$ cat config.mk
export PLATFORM = sky130hd
export DESIGN_NAME = serial_adder
export DESIGN_NICKNAME = d
export VERILOG_FILES = /design/src/rtl/serial_adder.sv
export SDC_FILE = /design/constraint.sdc
export NUM_CORES = 1
export LEC_CHECK = 0
export CORE_ASPECT_RATIO = 1.5
export CORE_MARGIN = 8
export CORE_UTILIZATION = 55
export CTS_BUF_LIST = sky130_fd_sc_hd__clkbuf_4
export DETAILED_ROUTE_END_ITERATION = 7
export PLACE_DENSITY = 0.82
export SLEW_MARGIN = 20
export SYNTH_ARGS = -nofsm -noshare
export SYNTH_HDL_FRONTEND = slang
export SYNTH_SLANG_ARGS = --single-unit
$ cat constraint.sdc
create_clock -name i_clk -period 2.6 [get_ports i_clk]
set_clock_uncertainty 0.1 [all_clocks]
set_input_delay 0.26 -clock i_clk [delete_from_list [all_inputs] [get_ports i_clk]]
set_output_delay 0.26 -clock i_clk [all_outputs]
set_load 0.005 [all_outputs]
$ cat src/rtl/serial_adder.sv
// Multi-cycle adder: STEP bits per clock, LSB first, one carry flop between slices.
// Define SERIAL_ADDER_SUB_EN to add the i_sub port (A-B via inverted B and carry-in of 1).
module serial_adder #(
  parameter int WIDTH = 8,
  parameter int STEP  = 1
) (
  input  logic             i_clk,
  input  logic             i_rst,
  input  logic             i_start,
  input  logic [WIDTH-1:0] i_a,
  input  logic [WIDTH-1:0] i_b,
  input  logic             i_carry,
`ifdef SERIAL_ADDER_SUB_EN
  input  logic             i_sub,
`endif
  output logic             o_busy,
  output logic             o_done,
  output logic [WIDTH-1:0] o_sum,
  output logic             o_carry
);

  // state | meaning
  // IDLE  | waiting for i_start; result registers hold the last result
  // ADD   | one STEP-bit slice per edge, N edges in total
  // DONE  | result valid, o_done high for this cycle only

  localparam int N  = WIDTH / STEP;
  localparam int CW = $clog2(N + 1);

  if (WIDTH < 2 || STEP < 1 || (WIDTH % STEP) != 0) begin : g_param_check
    $error("serial_adder: WIDTH must be >= 2 and a multiple of STEP");
  end

  typedef enum logic [1:0] {S_IDLE, S_ADD, S_DONE} state_t;

  state_t           state_q;
  logic [WIDTH-1:0] a_q, b_q, sum_q, sum_d;
  logic [CW-1:0]    cnt_q;
  logic             carry_q, cout_q, busy_q, done_q;
  logic [STEP:0]    slice;
  logic [WIDTH-1:0] slice_ext;
  logic [WIDTH-1:0] b_start;
  logic             cin_start;

`ifdef SERIAL_ADDER_SUB_EN
  assign b_start   = i_sub ? ~i_b : i_b;
  assign cin_start = i_sub | i_carry;
`else
  assign b_start   = i_b;
  assign cin_start = i_carry;
`endif

  assign slice     = {1'b0, a_q[STEP-1:0]} + {1'b0, b_q[STEP-1:0]} + {{STEP{1'b0}}, carry_q};
  assign slice_ext = WIDTH'(slice[STEP-1:0]);
  // Each slice enters at the MSB end; after N steps the first slice sits at bit 0.
  assign sum_d     = (sum_q >> STEP) | (slice_ext << (WIDTH - STEP));

  always_ff @(posedge i_clk or posedge i_rst) begin
    if (i_rst) begin
      state_q <= S_IDLE;
      a_q     <= '0;
      b_q     <= '0;
      sum_q   <= '0;
      cnt_q   <= '0;
      carry_q <= 1'b0;
      cout_q  <= 1'b0;
      busy_q  <= 1'b0;
      done_q  <= 1'b0;
    end else begin
      case (state_q)
        S_IDLE: begin
          done_q <= 1'b0;
          if (i_start) begin
            a_q     <= i_a;
            b_q     <= b_start;
            carry_q <= cin_start;
            cnt_q   <= '0;
            busy_q  <= 1'b1;
            state_q <= S_ADD;
          end
        end
        S_ADD: begin
          a_q     <= a_q >> STEP;
          b_q     <= b_q >> STEP;
          carry_q <= slice[STEP];
          cout_q  <= slice[STEP];
          sum_q   <= sum_d;
          cnt_q   <= cnt_q + CW'(1);
          if (cnt_q == CW'(N - 1)) begin
            busy_q  <= 1'b0;
            done_q  <= 1'b1;
            state_q <= S_DONE;
          end
        end
        S_DONE: begin
          done_q  <= 1'b0;
          state_q <= S_IDLE;
        end
        default: begin
          busy_q  <= 1'b0;
          done_q  <= 1'b0;
          state_q <= S_IDLE;
        end
      endcase
    end
  end

  assign o_busy  = busy_q;
  assign o_done  = done_q;
  assign o_sum   = sum_q;
  assign o_carry = cout_q;

endmodule

Yosys cells after proc, flatten, opt, wreduce, memory -nomap -nowiden
Cells that the tools add are included.
- memories: 0
- ROM bits: 0
- output and inout port bits: 11
- RAM bits: 0
- latch bits: 0
- input port bits: 20
- register bits: 34
- word-level logic and storage cells: 40
- div/mod/pow operators: 0
- shift-type cells: 0
- equality and inequality tests: 5
- add/sub/neg operators: 3
- $lt $le $gt $ge: 0
- multipliers: 0
- multiplexer cells: 16
- bitwise operators: 2
- reductions and logical operators: 5
- operators with widths (kind ; count):
    case mux 8 bit (2 select lines) ; 2
    two-way mux 8 bit ; 2
    bitwise OR 7 x 8 -> 8 bit ; 1
    case mux 4 bit (2 select lines) ; 1
    two-way mux 1 bit ; 5
    adder 4 x 1 -> 4 bit (second input constant) ; 1
    == test 4 x 3 -> 1 bit (second input constant) ; 1
    two-way mux 2 bit ; 2
    two-way mux 4 bit ; 1
    inequality test 2 bit (second input constant) ; 2
    case mux 2 bit (2 select lines) ; 1
    AND reduction 2 bit ; 2
    case mux 1 bit (3 select lines) ; 1
    AND reduction 3 bit ; 1
    adder 1 x 1 -> 2 bit ; 1
    adder 2 x 1 -> 2 bit ; 1
    == test 2 x 1 -> 1 bit (second input constant) ; 1
    == test 2 bit (second input constant) ; 1
    logical NOT 2 bit ; 1
    case mux 1 bit (2 select lines) ; 1
    nonzero test 2 bit ; 1
    inverter 1 bit ; 1

Longest topological paths before layout
Gate-level depths: netlist (run 1).
- word-level depth: 3
- mapped depth: 4

Worst setup path after synthesis (run 1)
No wires, ideal clock.
- path type: register to register
- from: register a_q[0]
- to: register carry_q
- buffers on the path: 0
- cell stages (with the launch flop): 4
- data arrival time: 1.051 ns
- path slack: 1.327 ns
- path through: dfrtp_1 fa_1 a22oi_1 o21ai_1
- cells in the longest elaborated chain, start to end: 3
- ends and longest elaborated chain (element ; line ; source):
    start: declaration ; 37 ; logic [WIDTH-1:0] a_q, b_q, sum_q, sum_d;
    start signal: assignment ; 74 ; a_q <= i_a;
    start signal: assignment ; 83 ; a_q <= a_q >> STEP;
    adder 1 x 1 -> 2 bit ; 53 ; assign slice = {1'b0, a_q[STEP-1:0]} + {1'b0, b_q[STEP-1:0]} + {{STEP{1'b0}}, carry_q};
    adder 2 x 1 -> 2 bit ; 53 ;
    via slice[1] ; 40 ; logic [STEP:0] slice;
    case mux 1 bit (2 select lines) ; 70 ; case (state_q)
    end signal: assignment ; 76 ; carry_q <= cin_start;
    end signal: assignment ; 85 ; carry_q <= slice[STEP];
    end: declaration ; 39 ; logic carry_q, cout_q, busy_q, done_q;
The timed path passes the listed nets, and every way through them passes these cells.
A chain may end at the register's enable or synchronous reset.

Worst setup path after layout (run 1)
- from: register state_q[0]
- to: register cnt_q[3]
- cells in the longest elaborated chain, start to end: 3
- elaborated cells on any way between the ends: 6
- classes of those cells: eq/ne: 2; mux: 1; reduce/logical: 3
- ends and longest elaborated chain (element ; line ; source):
    start: declaration ; 36 ; state_t state_q;
    start signal: assignment ; 60 ; state_q <= S_IDLE;
    start signal: assignment ; 79 ; state_q <= S_ADD;
    start signal: assignment ; 92 ; state_q <= S_DONE;
    == test 2 x 1 -> 1 bit / logical NOT 2 bit (equally long branches) ; 70 ;
    nonzero test 2 bit (no line) / inequality test 2 bit (equally long branches) ; -- ;
    AND reduction 2 bit (no line) ; -- ;
    end signal: assignment ; 88 ; cnt_q <= cnt_q + CW'(1);
    end: declaration ; 38 ; logic [CW-1:0] cnt_q;
Parallel ways exist; a longest one is shown, timed or not.

==> impl_metrics.toml, run 1 <==
[run_status]
status = "finished clean"

[layout]
final_net_count = 216
area_delta_synth_final_pct = 22.37
multi_input_area_sq_um = 645.6
num_antenna_cells = 0
final-seq-area_sq_um = 850.8
nFillCells = 248
fin_util_pct = 68.62
layout_common_cells = "46 x nand2_1, 34 x dfrtp_1, 30 x clkdlybuf4s50_1"
final_common_cell = "nand2_1"
drive_above_1_share_pct = 7.179

[worst_setup_path]
critPathMaxFanout = 20
critPathRequiredTime_ns = 2.75
path_class = "flop to flop"
worstSetupEndpointType = "flop"
arrival_ns = 1.98
critical_path.startpoint_type = "flop"

[drt]
totalWireLength_mm = 3.191
avgViaCountPerCell = 5.278
drcViolationCount = 0
wl_per_cell_microns = 13.64
postRouteAntennaNets = 0
route.vias.total = 1235
dr.pass1.iters = 4
dr.first_iter.drc_count = 24

[sta]
slew_violations = 0
finalSetupViolations = 0
holdWs_ns = 0.1915
finalSetupTns_ns = 0
relSlewSlack_pct = 45.80
fin_crit_sh_pct = 70.19
rsz0062_at_grt = "false"
finalHoldViolCount = 0
tightest_slew_ns = 0.8124
fmax_ghz = 0.5480
period_minus_slack_ns = 1.825

[die]
die_h_microns = 81.70
initial_core_util_pct = 56.07
dieArea_sq_mm = 0.004886
num_rows = 24
core_area_sq_mm = 0.002823
io_pins = 31
die_x_microns = 59.80

[placement]
dpl.hpwl_mm = 2.302
place.gp.congestion = 0.7174
portBuffers = 30

[clocking]
clock_path_buffers = 2
cts_tree = "built"
cts_root_buf = "clkbuf_4"
path_clk_slew_ns = 0.10
cts_buffers = 5
cts_resized = 0
clk_latency_ns = 0.34
postCtsSetupBuffers = 0
ctsHoldBuffers = 0
cts.sinks = 34
h-tree-depth = 2

[run]
max_cap_viol_count = 0

[global_routing]
grt.overflow.total = 0
grt_pass1_vias = 1269
grt_max_degree = 35
grt_use_total_pct = 15.40
grt_pass1_wl_mm = 5.671
antenna_found_initial = 0

[logic_synthesis]
synth-seq-area-share_pct = 53.75
syn_nets = 185
ys_warn_count = 0
syn-instance-count = 163
synth-seq-cells = 34
ys_types = 29
avgSynthCellArea_sq_um = 9.710
syn_area_sq_mm = 0.001583

[power]
ir_drop_mv = 0.6348
leakage_uw = 0.0009313
p_per_area_mw_per_mm2 = 1060

[hold_path]
min_path_type = "input pin to async pin"
## final cells by class
type                            instances  share of cell area [%]
Multi-Input combinational cell        117                   33.33
Sequential cell                        34                   43.93
Timing Repair Buffer                   34                   17.05
Tap cell                               39                   2.519
Clock inverter                          2                  0.4522
Clock buffer                            6                   2.326
Inverter                                2                  0.3876
## metal layers
metal	up-vias	track usage, %	routed length, microns
met5	-	0	0
met4	0	7.674	62
met2	30	25.03	1608
met3	8	5.016	184
met1	585	17.68	1335
li1	612	-	-
## sequential cells by signal, indices dropped and copies added, names as in the netlist
| name | cells |
|---|---|
| o_busy | 1 |
| b_q | 8 |
| cnt_q | 4 |
| o_sum | 8 |
| o_done | 1 |
| a_q | 8 |
| state_q | 2 |
| carry_q | 1 |
| o_carry | 1 |
## final timing paths
path	to	slack [ns]	start	cells after the start
min	b_q[5]$_DFFE_PP0P_	0.19	i_rst	3
min in group i_clk	o_sum[1]$_DFFE_PP0P_	0.40	o_sum[2]$_DFFE_PP0P_	2
max	cnt_q[3]$_DFFE_PP0P_	0.78	state_q[0]$_DFFE_PP0P_	3
max reg2reg	cnt_q[3]$_DFFE_PP0P_	0.78	state_q[0]$_DFFE_PP0P_	3
min reg2reg	o_sum[1]$_DFFE_PP0P_	0.40	o_sum[2]$_DFFE_PP0P_	2
max in group asynchronous	a_q[3]$_DFFE_PP0P_	1.91	i_rst	3
## critical path, stage by stage (launching register included)
cell and delay [ns]:
dfrtp_1 0.60, o21bai_2 0.75, a22oi_2 0.17, o31ai_1 0.10
## synth_stat cells (all sizes together)
master | count | area (sq um)
nand2 | 46 | 172.7
dfrtp | 34 | 850.8
o21ai | 18 | 90.08
a21oi | 16 | 80.08
and3b | 12 | 105.1
buf | 8 | 70.06
a22oi | 4 | 35.03
nor2b | 4 | 25.02
nor2 | 3 | 11.26
a22o | 2 | 17.52
clkbuf | 2 | 8.750
inv | 2 | 7.510
and2 | 1 | 6.260
and2b | 1 | 7.510
fa | 1 | 20.02
ha | 1 | 12.51
mux2 | 1 | 11.26
nand2b | 1 | 6.260
nand3 | 1 | 5.000
nand3b | 1 | 7.510
o21a | 1 | 7.510
o21bai | 1 | 11.26
o22ai | 1 | 6.260
o31ai | 1 | 7.510
## logic make-up after synthesis
group | share of synthesized area, %
flops | 53.76
fa+ha+maj | 2.055
compound gates | 16.13
simple gates | 21.90
buf+inv | 5.454
mux | 0.7114
## power by group
part,leakage [uW],internal (uW),switching (uW)
logic,0.000459,423,412
registers,0.000439,745,182
clock network,0.0000331,112,179
total,0.000931,1280,772
## through the flow
step / cells / power, uW / area (sq um) / setup slack [ns]
floorplan: 163 / 1523 / 1583 / 1.327
global placement: 226 / 1731 / 1883 / 0.6918
detailed placement: 226 / 1785 / 1883 / 0.6308
CTS: 234 / 2073 / 1937 / 0.7676
global route: 234 / 2227 / 1937 / 0.6034
finish: 234 / 2053 / 1937 / 0.7752
No activity file was read; power rests on OpenSTA's default activity.
==> run 2: changes to the inputs <==
CORE_UTILIZATION = 53   (was 55)
PLACE_DENSITY = 0.8   (was 0.82)
clock period = 1.7 ns   (was 2.6 ns; I/O delays follow)
==> run 2 against run 1 <==
Effect of this change:
- routed wire length is 6.0% higher
- via count rose by 1.1%
- critical path type unchanged
- critical endpoint unchanged
- die area grew 2.9%
- sequential share of layout area is 0.50 points lower
- largest cell class unchanged
- largest power group unchanged
- maximum frequency up 18%
- worst setup slack got worse by 0.63 ns
- global-route usage down 0.86 points
- cell count increased by 1.3%
==> impl_metrics.toml, run 2 (same netlist as run 1, synthesis figures left out) <==
[run_status]
status = "finished clean"

[worst_setup_path]
arrival_ns = 1.69
critPathBufInv = 0
r2r_slack_ns = 0.15
reg2reg_from = "state_q[0]$_DFFE_PP0P_"
critPathMaxStageDelay_ns = 0.67
worstSetupEndpointType = "flop"
critical_path.startpoint_type = "flop"
crit_family = "compound AO/OA/AOI/OAI gates"
critPathRequiredTime_ns = 1.84
path_class = "flop to flop"
cp_slowest_cell = "o21bai_2"
rr_worst_depth = 3
path_cells = "o21bai_2 -> a22oi_2 -> o31ai_1"
r2r-end = "cnt_q[3]$_DFFE_PP0P_"
critPathMaxFanout = 20

[layout]
drive_above_1_share_pct = 8.586
fin_util_pct = 67.97
design_area_sq_mm = 0.001959
nFillCells = 251
final_cells = 237
layout_common_cells = "46 x nand2_1, 34 x dfrtp_1, 30 x clkdlybuf4s50_1"
final_common_cell = "nand2_1"
final_net_count = 219
num_antenna_cells = 0
area_delta_synth_final_pct = 23.79

[sta]
finalHoldViolCount = 0
fmax_ghz = 0.6451
rsz0062_at_grt = "false"
tightest_slew_ns = 0.8183
slew_violations = 0
fin_crit_sh_pct = 91.18
finalSetupViolations = 0
period_minus_slack_ns = 1.550
relSlewSlack_pct = 45.41
finalSetupTns_ns = 0

[clocking]
postCtsSetupBuffers = 0
clk_latency_ns = 0.33
cts_buffers = 5
clock_path_buffers = 2
cts_tree = "built"
cts_root_buf = "clkbuf_4"
h-tree-depth = 2
ctsHoldBuffers = 0
cts.sinks = 34
path_clk_slew_ns = 0.10
cts_resized = 0

[global_routing]
antenna_found_initial = 0
grt_use_total_pct = 14.54
grt_pass1_vias = 1306
grt_max_degree = 35
grt.overflow.total = 0
grt_pass1_wl_mm = 5.768

[placement]
dpl.hpwl_mm = 2.475
place.gp.congestion = 0.7842
portBuffers = 30
place_area_sq_mm = 0.001906
place_inst = 229

[power]
leakage_uw = 0.0009458
finalPower_uw = 3152
p_per_area_mw_per_mm2 = 1609
ir_drop_mv = 1.091

[drt]
dr.first_iter.drc_count = 27
drcViolationCount = 0
totalWireLength_mm = 3.382
dr.pass1.iters = 4
postRouteAntennaNets = 0
route.vias.total = 1248
avgViaCountPerCell = 5.266
wl_per_cell_microns = 14.27

[die]
die_x_microns = 60.62
num_rows = 24
initial_core_util_pct = 54.90
dieArea_sq_mm = 0.005027
die_h_microns = 82.93
io_pins = 31
core_area_sq_mm = 0.002883

[hold_path]
min_path_type = "input pin to async pin"

[run]
max_cap_viol_count = 0
## run 2: worst max path at each step
stage | start | endpoint | slack (ns) | cells after the start
3_3_place_gp | i_start | cnt_q[3]$_DFFE_PP0P_ | -0.02 | 4
5_1_grt | state_q[0]$_DFFE_PP0P_ | b_q[6]$_DFFE_PP0P_ | 0.05 | 3
3_5_place_dp | i_start | cnt_q[3]$_DFFE_PP0P_ | -0.1 | 4
2_1_floorplan | a_q[0]$_DFFE_PP0P_ | carry_q$_DFFE_PP0P_ | 0.43 | 3
4_1_cts | state_q[0]$_DFFE_PP0P_ | cnt_q[3]$_DFFE_PP0P_ | 0.14 | 3
6_report | state_q[0]$_DFFE_PP0P_ | cnt_q[3]$_DFFE_PP0P_ | 0.15 | 3
## run 2: area by class of cell
cell class	instances	area, sq um	share of cell area [%]
clock buffers	6	45.04	2.299
inverters	2	7.507	0.3831
multi-input cells	117	645.6	32.95
flip-flops and latches	34	850.8	43.42
well taps	39	48.80	2.490
repair buffers	37	352.8	18.01
clock inverters	2	8.758	0.4470
## run 2: report_power, final
group / total (uW) / internal, uW / switching, uW
sequential: 1380 / 1140 / 241
clock: 427 / 171 / 256
combinational: 1340 / 667 / 676
## run 2: through the flow
step           hold slack [ns]  setup slack, ns
6_report                0.1267           0.1499
5_1_grt                 0.1790          0.04642
3_5_place_dp            0.3781         -0.09624
4_1_cts                 0.1397           0.1410
2_1_floorplan           0.2116           0.4275
3_3_place_gp            0.3620         -0.02076
## run 2: worst min-delay path, cell delays in order
cell             delay, ns
clkdlybuf4s50_1       0.39
inv_1                 0.05
buf_4                 0.37
## run 2: per-layer routing
| metal | share of wire, % | vias to the layer above | GRT usage (%) |
|---|---|---|---|
| li1 | - | 616 | - |
| met1 | 42 | 602 | 16.16 |
| met2 | 52 | 25 | 24.93 |
| met3 | 4.4 | 5 | 4.475 |
| met4 | 1.4 | 0 | 4.478 |
| met5 | 0 | - | 0 |
==> run 3: changes to the inputs <==
CELL_PAD_IN_SITES_DETAIL_PLACEMENT = 2   (was default)
CELL_PAD_IN_SITES_GLOBAL_PLACEMENT = 2   (was default)
CORE_UTILIZATION = 33   (was 53)
==> run 3 against run 2 <==
Effect of this change:
- highest routed layer unchanged
- combinational power is 5% higher
- routed wire length grew 28%
- maximum frequency up 0.89%
- critical path type is now flop to primary output
- utilization down 25 points
- largest cell class unchanged
- sequential power rose by 4%
- power up 9.9%
==> impl_metrics.toml, run 3 (same netlist as run 1, synthesis figures left out) <==
[drt]
postRouteAntennaNets = 0
wl_per_cell_microns = 16.23
dr.pass1.iters = 3
route.vias.total = 1309
totalWireLength_mm = 4.316
dr.first_iter.drc_count = 14
drcViolationCount = 0
avgViaCountPerCell = 4.921

[global_routing]
grt_use_total_pct = 12.87
grt_pass1_vias = 1508
antenna_found_initial = 0
grt_max_degree = 35
grt_pass1_wl_mm = 7.258
grt.overflow.total = 0

[clocking]
path_clk_slew_ns = 0.10
clock_path_buffers = 2
cts_tree = "built"
clk_latency_ns = 0.34
h-tree-depth = 2
postCtsSetupBuffers = 0
ctsHoldBuffers = 0
cts.sinks = 34
cts_buffers = 5
cts_resized = 0
cts_root_buf = "clkbuf_4"

[sta]
fin_crit_sh_pct = 90.37
period_minus_slack_ns = 1.536
rsz0062_at_grt = "false"
fmax_ghz = 0.6509
slew_violations = 0
final.setup.worst_slack_ns = 0.1636
tightest_slew_ns = 0.4893
relSlewSlack_pct = 67.38
finalSetupTns_ns = 0
finalSetupViolations = 0
finalHoldViolCount = 0

[power]
leakage_uw = 0.0009688
p_per_area_mw_per_mm2 = 1701
share_seq_of_total_power_pct = 41.3
power_switching_uw = 1284
clkPwrFrac_pct = 18.1
p_int_uw = 2181
p_comb_share_pct = 40.6
ir_drop_mv = 0.5479
p_sw_share_pct = 37.07

[placement]
portBuffers = 30
place_area_sq_mm = 0.001954
dpl.hpwl_mm = 3.339
pre_cts_slack_ns = 0.1110
place.gp.congestion = 0.7644

[worst_setup_path]
r2r_slack_ns = 0.21
critPathMaxStageDelay_ns = 0.52
critical_path.startpoint_type = "flop"
crit_family = "buffers and inverters"
critPathMaxFanout = 3
path_cells = "clkdlybuf4s50_1"
critPathBufInv = 1
critPathRequiredTime_ns = 1.43
arrival_ns = 1.27
worstSetupEndpointType = "primary output"
path_class = "flop to primary output"
cp_slowest_cell = "clkdlybuf4s50_1"

[layout]
area_delta_synth_final_pct = 28.70
design_area_sq_mm = 0.002037
final-seq-area_sq_um = 850.8
final_common_cell = "nand2_1"
drive_above_1_share_pct = 10.00
layout_common_cells = "46 x nand2_1, 34 x dfrtp_1, 30 x clkdlybuf4s50_1"
multi_input_area_sq_um = 645.6
final_net_count = 221
nFillCells = 554
num_antenna_cells = 0

[die]
die_x_microns = 72.55
initial_core_util_pct = 33.45
core_area_sq_mm = 0.004732
num_rows = 31
dieArea_sq_mm = 0.007314
io_pins = 31
die_h_microns = 100.8

[hold_path]
min_path_type = "input pin to async pin"

[run]
max_cap_viol_count = 0

[run_status]
status = "finished clean"
## run 3: power by group through the flow
stage	clock network, uW	registers (uW)	logic (uW)
floorplan	0	1370	964
global placement	0	1420	1350
detailed placement	0	1460	1450
CTS	649	1440	1450
global route	674	1490	1580
finish	628	1430	1410
## run 3: worst paths after layout
kind | end | cells past startpoint | start
worst min-delay path | o_sum[6]$_DFFE_PP0P_ | 3 | i_rst
worst max register to register | a_q[3]$_DFFE_PP0P_ | 4 | state_q[0]$_DFFE_PP0P_
max in group asynchronous | cnt_q[2]$_DFFE_PP0P_ | 3 | i_rst
worst max-delay path | o_busy | 1 | o_busy$_DFFE_PP0P_
min in group i_clk | b_q[7]$_DFFE_PP0P_ | 3 | i_b[7]
worst min register to register | o_sum[0]$_DFFE_PP0P_ | 2 | o_sum[0]$_DFFE_PP0P_
## run 3: stage by stage
| stage | utilization (%) | hold slack (ns) | instances | power [uW] |
|---|---|---|---|---|
| global route | 43.05 | 0.1373 | 266 | 3743 |
| finish | 43.05 | 0.1179 | 266 | 3465 |
| floorplan | - | 0.2116 | 163 | 2330 |
| detailed placement | 41.30 | 0.3854 | 258 | 2912 |
| global placement | 41.30 | 0.3617 | 258 | 2769 |
| CTS | 43.05 | 0.1272 | 266 | 3544 |
## run 3: cell type report
| type | count | share of cell area, % |
|---|---|---|
| flip-flops and latches | 34 | 41.77 |
| repair buffers | 39 | 18.06 |
| inverters | 2 | 0.3686 |
| well taps | 66 | 4.054 |
| multi-input cells | 117 | 31.70 |
| clock buffers | 7 | 2.580 |
| clock inverters | 1 | 1.474 |
## run 3: per-layer routing
layer / up-vias / track usage [%] / part of all wire [%]
met1: 649 / 12.25 / 37
met2: 28 / 23.58 / 55
li1: 623 / - / -
met3: 9 / 4.183 / 5.4
met4: 0 / 6.502 / 2.5
met5: - / 0 / 0
